**src/rtl/ring_counter_param.sv**
```systemverilog
// ring_counter_param: one-hot/Johnson ring sequencer with pos/wrap; RING_COUNTER_SELF_CORRECT_EN enables illegal-pattern restart and err
module ring_counter_param #(
  parameter int WIDTH = 4,
  localparam int PW = $clog2(2*WIDTH)
) (
  input  logic             clk,
  input  logic             reset,
  input  logic             en,
  input  logic             mode,
  input  logic             dir,
  input  logic             load,
  input  logic [WIDTH-1:0] load_val,
  output logic [WIDTH-1:0] count,
  output logic [PW-1:0]    pos,
  output logic             wrap,
  output logic             err
);
  logic             mode_q, mode_n, wrap_n, err_n, bad;
  logic [WIDTH-1:0] cnt_n, up, dn;
  logic [PW-1:0]    pos_n, last;
  assign last = mode_q ? PW'(2*WIDTH-1) : PW'(WIDTH-1);
  assign up   = {count[WIDTH-2:0], count[WIDTH-1] ^ mode_q};
  assign dn   = {count[0] ^ mode_q, count[WIDTH-1:1]};
`ifdef RING_COUNTER_SELF_CORRECT_EN
  assign bad = mode_q ? ($countones(count[WIDTH-1:1] ^ count[WIDTH-2:0]) > 1) : !$onehot(count);
`else
  assign bad = 1'b0;
`endif
  always_comb begin
    cnt_n  = count;
    pos_n  = pos;
    mode_n = mode_q;
    wrap_n = 1'b0;
    err_n  = 1'b0;
    if (load) begin
      cnt_n  = load_val;
      pos_n  = '0;
      mode_n = mode;
    end else if (mode != mode_q) begin
      cnt_n  = mode ? '0 : WIDTH'(1);
      pos_n  = '0;
      mode_n = mode;
    end else if (en) begin
      if (bad) begin
        cnt_n = mode_q ? '0 : WIDTH'(1);
        pos_n = '0;
        err_n = 1'b1;
      end else begin
        cnt_n  = dir ? dn : up;
        pos_n  = dir ? ((pos == '0) ? last : pos - 1'b1) : ((pos == last) ? '0 : pos + 1'b1);
        wrap_n = dir ? (pos == '0) : (pos == last);
      end
    end
  end
  always_ff @(posedge clk or negedge reset) begin
    if (!reset) begin
      count  <= WIDTH'(1);
      pos    <= '0;
      wrap   <= 1'b0;
      err    <= 1'b0;
      mode_q <= 1'b0;
    end else begin
      count  <= cnt_n;
      pos    <= pos_n;
      wrap   <= wrap_n;
      err    <= err_n;
      mode_q <= mode_n;
    end
  end
endmodule
```
**config.mk**
```make
export PLATFORM = sky130hd
export DESIGN_NAME = ring_counter_param
export DESIGN_NICKNAME = d
export VERILOG_FILES = /design/src/rtl/ring_counter_param.sv
export SDC_FILE = /design/constraint.sdc
export NUM_CORES = 1
export LEC_CHECK = 0
export ABC_AREA = 1
export CAP_MARGIN = 25
export CORE_UTILIZATION = 35
export CTS_CLUSTER_SIZE = 14
export DETAILED_ROUTE_END_ITERATION = 8
export HOLD_SLACK_MARGIN = 0.02
export PLACE_DENSITY = 0.68
export SYNTH_ARGS = -nofsm -noshare
export SYNTH_HDL_FRONTEND = slang
export SYNTH_SLANG_ARGS = --single-unit
```
**constraint.sdc**
```tcl
create_clock -name clk -period 1.45 [get_ports clk]
set_input_delay 0.29 -clock clk [delete_from_list [all_inputs] [get_ports clk]]
set_output_delay 0.29 -clock clk [all_outputs]
set_load 0.05 [all_outputs]
```
# After elaboration in Yosys (flattened, before gate mapping)
# Cells that the tools add are included.
dict set report classes {
  addsub 2
  n_eq_ne 2
  n_mux 18
  n_bitwise 2
  reduce_logical 3
}
# op n
set op_table {}
lappend op_table {{$mux W3} 7}
lappend op_table {{$mux W4} 4}
lappend op_table {{$mux W1} 7}
lappend op_table {{$add A3 B1 Y3 const B} 1}
lappend op_table {{$eq A3 B3 Y1} 1}
lappend op_table {{$logic_not A3 Y1} 1}
lappend op_table {{$reduce_bool A3 Y1} 1}
lappend op_table {{$sub A3 B1 Y3 const B} 1}
lappend op_table {{$reduce_bool A2 Y1} 1}
lappend op_table {{$xor A1 B1 Y1} 2}
lappend op_table {{$ne A1 B1 Y1} 1}
dict set report word_totals {
  ff_bits 9
  input_bits 10
  out_inout_bits 9
}

# Depth between registers and ports, before layout
dict set report depth {
  ltp_word 7
  depth_mapped 8
}

# Worst setup path after synthesis
# No wires, ideal clock.
dict set report synth_path {
  path_kind {reg2reg}
  start {register pos[0]}
  end {register pos[2]}
  setup_ns 0.118
  arrival_time_ns 1.338
  required_ns 1.332
  slack_ns -0.007
  path_stages_with_launch 7
  n_path_buf 0
  period_less_slack_ns 1.457
  cell_sequence {dfrtp_1 ha_1 or2_2 nand2_1 nand2_1 nand3_1 nand2_1}
}
dict set report synth_via {
  elab_chain_len 6
  word_cells_on_any_way 10
  classes_between {add/sub (2); eq/ne (1); mux (6); reduce/logical (1)}
}
# item line_no
set synth_lines {}
lappend synth_lines {{start, declared} 14} ;# output logic [PW-1:0] pos,
lappend synth_lines {{start signal, assigned} 64} ;# pos <= pos_n;
lappend synth_lines {{$add A3 B1 Y3 (tied with other cells)} 50} ;# pos_n = dir ? ((pos == '0) ? last : pos - 1'b1) : ((pos == last) ? '0 : pos + 1'b1);
lappend synth_lines {{$mux W3} 50}
lappend synth_lines {{$mux W3 *} 50}
lappend synth_lines {{$mux W3 *} 43} ;# end else if (en) begin
lappend synth_lines {{$mux W3 *} 39} ;# end else if (mode != mode_q) begin
lappend synth_lines {{$mux W3 *} 35} ;# if (load) begin
# Every way passes the cells marked *; elsewhere a longest branch is shown, timed or not. The select of a mux whose other input is x is not followed.
# A chain may end at the register's enable or synchronous reset.

# Worst setup path in the final report
# Ends and elaborated chain as after synthesis.

==> reports/metrics.csv <==
metric,value,unit
required,1610,ps
grt-busiest-layer,met2,
synthCells,101,
peakVddDrop,0.461,mV
pre_cts_slack,-29.2,ps
hold_viol,0,
timing.rr.start,pos[0],
core,1760,µm²
io_pins,19,
first_pass_iters,4,
ys_types,22,
startpoint_type,flip-flop,
drt_iter0_markers,8,
grtUsageMet1,22.0,%
synthTopCellsByArea,"dfrtp_1 30%, nand2_1 19%, inv_1 9.6%",
rr_worst_depth,6,
p_leak,0.525,nW
fin_crit_sh,89.7,%
setup_viol,0,
die_x,45.7,µm
clock_latency,260,ps
synth_top_cell_by_area,dfrtp_1,
syn_to_final_growth,48.4,%
via_per_inst,4.41,
clockBufferDepth,2,
cts_max_level,1,
clock_skew,1.09,ps
met3_usage,2.38,%
vias,653,
place.gp.congestion,0.807,
ys_seq_area_share,34.0,%
cts_made_buffers,3,
ctsHoldBuffers,0,
finalNetCount,137,
grt_pass1_wl,2480,µm
netlist_area,667,µm²
drive_gt1_share,20.3,%
die_area,2080,µm²
dp.final_hpwl,1200,µm
grt_pass1_vias,587,
worst_hold_path_type,in2async,
antenna_found_initial,0,
grt_max_degree,10,
n_antenna_cell,0,
cts_tree,done,
track_usage,16.7,%
cts_root_buffer,clkbuf_4,
ant_nets,0,
r2r_setup_slack,150,ps
worst-endpoint-arrival,1460,ps
row_count,15,
clk_pin_slew_worst_paths,60,ps
r2r-end,pos[2],
worst_setup_path_end_kind,flip-flop,
ctsResizeCount,0,
period_minus_slack,1300,ps
syn_avg_cell_area,6.60,µm²
rsz0062_at_grt,false,
run_status,"complete, no violations",
initial_core_util,37.8,%
synth_top_area_share,30.0,%
cts_setup_buffers,0,
clock_sinks,9,
p_per_area,818,nW/µm²
cp_max_fo,5,
routed_wirelength,1500,µm
fmax,0.769,GHz
finalPower,0.000809,W
maxCapViolations,0,
final.fill_count,183,
synth_nets,114,
portBuffers,17,
grtUsageMet2,27.1,%
wl_per_cell,10.1,µm
slew_violations,0,
die_h,45.7,µm
grt_remaining_overflow,0,
synth_warnings,0,
drc,0,
critical_path_class,reg2reg,
ys_ff_latch,9,
setup_slack,149,ps
## logic make-up (layout without fill, tap and decap cells)
group	Yosys count	count (layout)	share of synthesized area, %
flip-flops	9	9	34.0
other	1	1	0.562
adder cells (fa/ha/maj)	3	3	5.63
AND/OR/NAND/NOR	59	59	40.0
XOR/XNOR	1	1	1.31
buffers and inverters	21	43	12.6
AO/OA/AOI/OAI	7	7	6.00
## critical path: stages, from the launching register on
cell     delay [ps]
dfrtp_2         450
ha_1            220
or2_2           270
nand2_1          70
nand2_1          50
nand3_1          90
nand2_1          50
## routing by layer
layer | wire length [µm] | up-vias
met5 | 0 | -
met4 | 27 | 0
met3 | 59 | 5
met2 | 699 | 20
met1 | 713 | 283
li1 | - | 345
## Yosys cell counts (all sizes together)
library cell,number
or2,2
nand3,12
clkbuf,1
xnor2,1
dfstp,1
a21oi,2
conb,1
o21ai,4
nor2,11
inv,18
buf,2
dfrtp,8
nand2,34
ha,3
o22ai,1
## stage by stage
step	util [%]	hold WS, ps	setup TNS (ps)	instance area [µm²]	cells
floorplan	-	-5.59	0	668	101
global placement	54.6	528	0	963	144
detailed placement	54.6	541	-29.2	963	144
CTS	56.1	342	0	990	148
global route	56.1	360	0	990	148
finish	56.1	331	0	990	148
## sequential cells by signal, summed over array words and instances, names as in the netlist
name    cells
count       4
mode_q      1
pos         3
wrap        1
## placed cells by master (no fill, tap or decap)
| cell | netlist | routed |
|---|---|---|
| nand2_1 | 33 | 33 |
| dfrtp_2 | 0 | 1 |
| dfrtp_1 | 8 | 7 |
| dfstp_2 | 1 | 1 |
| clkdlybuf4s50_1 | 0 | 9 |
| inv_2 | 1 | 1 |
| a21oi_2 | 1 | 1 |
| o21ai_1 | 1 | 1 |
| a21oi_1 | 1 | 1 |
| inv_1 | 17 | 17 |
| clkbuf_1 | 1 | 1 |
| conb_1 | 1 | 1 |
| buf_4 | 1 | 4 |
| clkbuf_4 | 0 | 3 |
| nand2_4 | 1 | 1 |
| ha_1 | 3 | 3 |
| nor2_2 | 2 | 2 |
| xnor2_1 | 1 | 1 |
| or2_2 | 2 | 2 |
| nand3_4 | 1 | 1 |
| buf_12 | 0 | 8 |
| nor2_1 | 9 | 9 |
| o21ai_0 | 3 | 3 |
| o22ai_1 | 1 | 1 |
| nand3_1 | 11 | 11 |
## power by group
group / internal, W / total, W / leakage (nW) / switching [W]
Sequential: 0.000273 / 0.000306 / 0.112 / 0.0000328
Clock: 0.000106 / 0.000202 / 0.0150 / 0.0000951
Combinational: 0.000141 / 0.000302 / 0.398 / 0.000160
## area by class of cell
type                    instances  area [µm²]  share of cell area (%)
well taps                      25        31.3                    3.16
multi-input cells              71         357                    36.0
clock buffers                   4        26.3                    2.65
inverters                      18        67.6                    6.83
repair buffers                 21         280                    28.3
flip-flops and latches          9         228                    23.0
## how the worst max path moves through the flow
| stage | start | end | cells past startpoint |
|---|---|---|---|
| final | pos[0] | pos[2] | 6 |
| after global routing | pos[0] | pos[2] | 6 |
| after CTS | pos[0] | pos[2] | 6 |
| after detailed placement | dir | pos[0] | 7 |
| after global placement | mode | pos[2] | 7 |
| after floorplan | pos[1] | pos[2] | 6 |
(Power assumes the default switching activity.)
